==> src/rtl/tetris_pkg.sv <==
// Shared board geometry and cell addressing for the tetris datapath.
// Used by piece locking, collision detection and line clearing.
package tetris_pkg;

  localparam int BOARD_W  = 10;
  localparam int BOARD_H  = 20;
  localparam int ADDR_W   = 8;
  localparam int COLOUR_W = 6;
  localparam int X_W      = 4;
  localparam int Y_W      = 5;
  localparam int CNT_W    = 5;

  localparam logic [COLOUR_W-1:0] EMPTY_COLOUR = '0;

  function automatic logic [ADDR_W-1:0] cell_addr(
    input logic [X_W-1:0] x,
    input logic [Y_W-1:0] y
  );
    return ADDR_W'(y) * ADDR_W'(BOARD_W) + ADDR_W'(x);
  endfunction

endpackage

==> src/rtl/line_clear.sv <==
// Finds full rows bottom-up, drops everything above each one by a row
// and blanks the top row; reports how many rows went per pass.
module line_clear
  import tetris_pkg::*;
(
  input  logic                clk,
  input  logic                reset_n,
  input  logic                enable,
  input  logic [COLOUR_W-1:0] ram_q,
  output logic [ADDR_W-1:0]   ram_addr,
  output logic                ram_wren,
  output logic [COLOUR_W-1:0] ram_data,
  output logic [CNT_W-1:0]    lines_cleared,
  output logic                board_changed,
  output logic                complete
);

  typedef enum logic [2:0] {
    S_IDLE,
    S_SCAN_RD,
    S_SCAN_CHK,
    S_SHIFT_RD,
    S_SHIFT_WR,
    S_CLEAR_TOP,
    S_DONE
  } state_t;

  localparam logic [X_W-1:0] X_LAST = X_W'(BOARD_W - 1);
  localparam logic [Y_W-1:0] Y_LAST = Y_W'(BOARD_H - 1);

  state_t           r_state;
  logic             r_enable_d;
  logic [X_W-1:0]   r_x;
  logic [Y_W-1:0]   r_y;
  logic [Y_W-1:0]   r_row;
  logic [CNT_W-1:0] r_cnt;
  logic             w_start;

  assign w_start = enable & ~r_enable_d;

  always_ff @(posedge clk or negedge reset_n) begin
    if (!reset_n) begin
      r_state       <= S_IDLE;
      r_enable_d    <= 1'b0;
      r_x           <= '0;
      r_y           <= '0;
      r_row         <= '0;
      r_cnt         <= '0;
      ram_addr      <= '0;
      ram_wren      <= 1'b0;
      ram_data      <= '0;
      lines_cleared <= '0;
      board_changed <= 1'b0;
      complete      <= 1'b0;
    end else begin
      r_enable_d <= enable;
      complete   <= 1'b0;
      // Losing enable mid-pass abandons it; the board may be half shifted.
      if (r_state != S_IDLE && !enable) begin
        r_state  <= S_IDLE;
        ram_wren <= 1'b0;
      end else begin
        case (r_state)
          S_IDLE: begin
            if (w_start) begin
              r_y     <= Y_LAST;
              r_x     <= '0;
              r_cnt   <= '0;
              r_state <= S_SCAN_RD;
            end
          end
          S_SCAN_RD: begin
            ram_addr <= cell_addr(r_x, r_y);
            ram_wren <= 1'b0;
            r_state  <= S_SCAN_CHK;
          end
          S_SCAN_CHK: begin
            if (ram_q == EMPTY_COLOUR) begin
              if (r_y == '0) begin
                r_state <= S_DONE;
              end else begin
                r_y     <= r_y - 1'b1;
                r_x     <= '0;
                r_state <= S_SCAN_RD;
              end
            end else if (r_x == X_LAST) begin
              r_cnt   <= r_cnt + 1'b1;
              r_row   <= r_y;
              r_x     <= '0;
              r_state <= (r_y == '0) ? S_CLEAR_TOP : S_SHIFT_RD;
            end else begin
              r_x     <= r_x + 1'b1;
              r_state <= S_SCAN_RD;
            end
          end
          S_SHIFT_RD: begin
            ram_addr <= cell_addr(r_x, r_row - 1'b1);
            ram_wren <= 1'b0;
            r_state  <= S_SHIFT_WR;
          end
          S_SHIFT_WR: begin
            ram_addr <= cell_addr(r_x, r_row);
            ram_data <= ram_q;
            ram_wren <= 1'b1;
            if (r_x != X_LAST) begin
              r_x     <= r_x + 1'b1;
              r_state <= S_SHIFT_RD;
            end else begin
              r_x     <= '0;
              r_row   <= r_row - 1'b1;
              r_state <= (r_row == Y_W'(1)) ? S_CLEAR_TOP : S_SHIFT_RD;
            end
          end
          S_CLEAR_TOP: begin
            ram_addr <= cell_addr(r_x, '0);
            ram_data <= EMPTY_COLOUR;
            ram_wren <= 1'b1;
            if (r_x == X_LAST) begin
              // A new row dropped into r_y, so it gets rescanned.
              r_x     <= '0;
              r_state <= S_SCAN_RD;
            end else begin
              r_x <= r_x + 1'b1;
            end
          end
          S_DONE: begin
            complete      <= 1'b1;
            lines_cleared <= r_cnt;
            board_changed <= (r_cnt != '0);
            r_state       <= S_IDLE;
          end
          default: r_state <= S_IDLE;
        endcase
      end
    end
  end

endmodule

==> config.mk <==
export PLATFORM = sky130hd
export DESIGN_NAME = line_clear
export DESIGN_NICKNAME = d
export VERILOG_FILES = /design/src/rtl/tetris_pkg.sv /design/src/rtl/line_clear.sv
export SDC_FILE = /design/constraint.sdc
export NUM_CORES = 1
export LEC_CHECK = 0
export CORE_UTILIZATION = 50
export DETAILED_ROUTE_END_ITERATION = 10
export GPL_ROUTABILITY_DRIVEN = 1
export PLACE_DENSITY_LB_ADDON = 0.08
export SETUP_SLACK_MARGIN = 0.5
export SLEW_MARGIN = 15
export SYNTH_ARGS = -nofsm -noshare
export SYNTH_HDL_FRONTEND = slang
export SYNTH_SLANG_ARGS = --single-unit
==> constraint.sdc <==
create_clock -name clk -period 5.4 [get_ports clk]
set_input_delay 0.54 -clock clk [delete_from_list [all_inputs] [get_ports clk]]
set_output_delay 0.54 -clock clk [all_outputs]
set_load 0.03 [all_outputs]
==> reports/qor.yml <==
outcome:
  status: "completed"
clocking:
  ctsResizeCount: 0
  cts_sinks: 45
  root_buffer: "clkbuf_8"
  clkLatencyLatePin_ps: 300
  cts_tree: "yes"
  cts_made_buffers: 5
  cts_hold_buf: 0
  clk_pin_slew_ps: 90
  postCtsSetupBuffers: 0
  cts_max_level: 2
  ctsLongestPathBuffers: 2
timing:
  slew_viol_final: 0
  holdWs_ps: 234
  rsz0062_at_grt: "no"
  period_share: 0.630
  max_freq_mhz: 294
  tns_ps: 0
  clock_skew_ps: 6.69
  setup_viol: 0
  period_minus_slack_ps: 3400
  worst_slew_pin_slew_ps: 662
  finalHoldViolations: 0
  setup_slack_ps: 2000
  relSlewSlack: 0.553
setup_path:
  reg2reg_setup_slack_ps: 2000
  worst-setup-path-type: "reg -> reg"
  cp.required_ps: 5630
  startpoint_type: "flip-flop"
  r2r-start: "r_row[0]"
  crit_start: "r_row[0]"
  worstRegToRegCells: 12
  cp.arrival_ps: 3630
  end_kind: "flip-flop"
  timing.rr.end: "ram_addr[7]"
  worstSetupEndpoint: "ram_addr[7]"
  cp_max_fo: 9
logic_synthesis:
  synth_edf_count: 0
  ys_seq_area_frac: 0.376
  synthFlopType: "dfrtp_1"
  synth_area_leaders: "dfrtp_1 (38%), ha_1 (12%), nand2_1 (6.5%)"
  post-synth-top-count-cell: "nand2_1"
  ys_warn_count: 0
  syn_area_um2: 3000
  synth_common_cells: "nand2_1 (52), dfrtp_1 (45), o21ai_0 (33)"
  syn-num-nets: 366
  ys_types: 51
  async_reset_ff_frac: 1.00
  netlist.area_leader.share: 0.376
  yosys.area.top_type: "dfrtp_1"
  syn_avg_cell_area_um2: 9.22
  synthCells: 325
  synth_seq_cells: 45
global_routing:
  grt_pass1_wl_mm: 10.8
  grtUsageTotal: 0.222
  grt_max_degree: 46
  first_global_vias: 2227
  antenna_found_initial: 0
  grt.overflow.total: 0
placement:
  gp_congestion: 0.886
  numPortBuffers: 30
  place_hpwl_mm: 4.64
  dp.cells: 416
  dp_slack_ps: 2040
  place_area_um2: 3320
run:
  maxCapViolCount: 0
die:
  core_area_um2: 5640
  die_w_um: 79.4
  start_util: 0.531
  die-area_um2: 6300
  die_height_um: 79.4
  rows: 27
  boundaryPins: 31
routing:
  dr.pass1.iters: 4
  routed_wl_mm: 6.24
  viasPerCell: 5.69
  drc: 0
  vias: 2412
  antenna_left: 0
  wl_per_cell_um: 14.7
  drt_iter0_markers: 165
finish:
  area_growth_pct: 14.1
  fin_cells: 424
  n_fill_cell: 489
  nNetsFinal: 392
  design_area_um2: 3420
  drive_gt1_frac: 0.0568
  diodes: 0
power:
  switching_share: 0.309
  p_switching_mw: 0.228
  ir_drop_mv: 0.112
  p_int_mw: 0.508
  power_frac_clock: 0.297
  pwr_density_cell_nw_per_um2: 215
  power_frac_seq: 0.511
  leakagePower_nw: 1.62
  combPwrFrac: 0.192
hold_path:
  hp-class: "in -> async"
[flip-flops by register name, summed over array words and instances, names as in the netlist]
signal,cells
board_changed,1
complete,1
lines_cleared,5
r_cnt,5
r_enable_d,1
r_row,5
r_state,3
r_x,4
r_y,5
ram_addr,8
ram_data,6
ram_wren,1
[power by group through the flow]
| stage | clock [mW] | sequential [mW] | combinational [mW] |
|---|---|---|---|
| 2_1_floorplan | 0 | 0.416 | 0.0479 |
| 3_3_place_gp | 0 | 0.382 | 0.141 |
| 3_5_place_dp | 0 | 0.383 | 0.142 |
| 4_1_cts | 0.225 | 0.376 | 0.143 |
| 5_1_grt | 0.242 | 0.379 | 0.154 |
| 6_report | 0.219 | 0.376 | 0.141 |
[routing by layer]
layer | track usage | up-vias | routed length, µm | part of all wire
met5 | 0 | - | 0 | 0
met4 | 0.0618 | 0 | 39 | 0.0063
met3 | 0.0389 | 4 | 189 | 0.030
met2 | 0.351 | 41 | 2900 | 0.46
met1 | 0.311 | 1155 | 3110 | 0.50
li1 | - | 1212 | - | -
[critical path, stage by stage (launching register included)]
cell and delay (ps):
dfrtp_1 510, inv_1 100, ha_1 230, nor3b_2 160, xor2_1 260, ha_1 320, fa_1 530, or3b_2 100
o21ai_0 80, a221oi_1 540, nand4b_1 180, xor2_1 160, o21ai_0 150
[how the worst min path moves through the flow]
stage                           startpoint               end  slack [ps]
final                              reset_n       ram_addr[4]         230
after global routing               reset_n          r_row[3]         280
after CTS                          reset_n          r_row[3]         450
after detailed placement  lines_cleared[2]  lines_cleared[2]         460
after global placement    lines_cleared[4]  lines_cleared[4]         460
after floorplan                    reset_n     board_changed         240
[per-stage QoR]
stage                      util  power, mW
final                     0.606      0.736
after global routing      0.606      0.776
after CTS                 0.604      0.743
after detailed placement  0.588      0.525
after global placement    0.588      0.523
after floorplan               -      0.463
[cells in the final DEF, fill, tap and decap left out, types with 5 or more instances in the layout]
master and n:
clkbuf_8 5, nor2_1 24, dfrtp_1 45, clkdlybuf4s50_1 29, xnor2_1 6, xor2_1 10
nand2_1 52, o21ai_0 33, mux2i_1 6, a21oi_1 12, ha_1 28, inv_1 15
nand3_1 9
[cell type report]
cell class                 instances  area (µm²)  share of cell area
clock buffer                       5        68.8              0.0201
clock inverter                     3        21.3             0.00622
inverter                          15        56.3              0.0165
multi-input combinational        254        1760               0.514
sequential                        45        1130               0.330
tap                               72        90.1              0.0264
timing repair buffer              30         298              0.0871
[cell families after synthesis]
group,share of synthesized area
xor gates and xnor gates,0.0468
AOI/OAI and AO/OA,0.165
muxes,0.0238
buffers and inverters,0.0397
DFF,0.376
and+or+nand+nor,0.205
adders and majority gates,0.144
(Power assumes the default switching activity.)
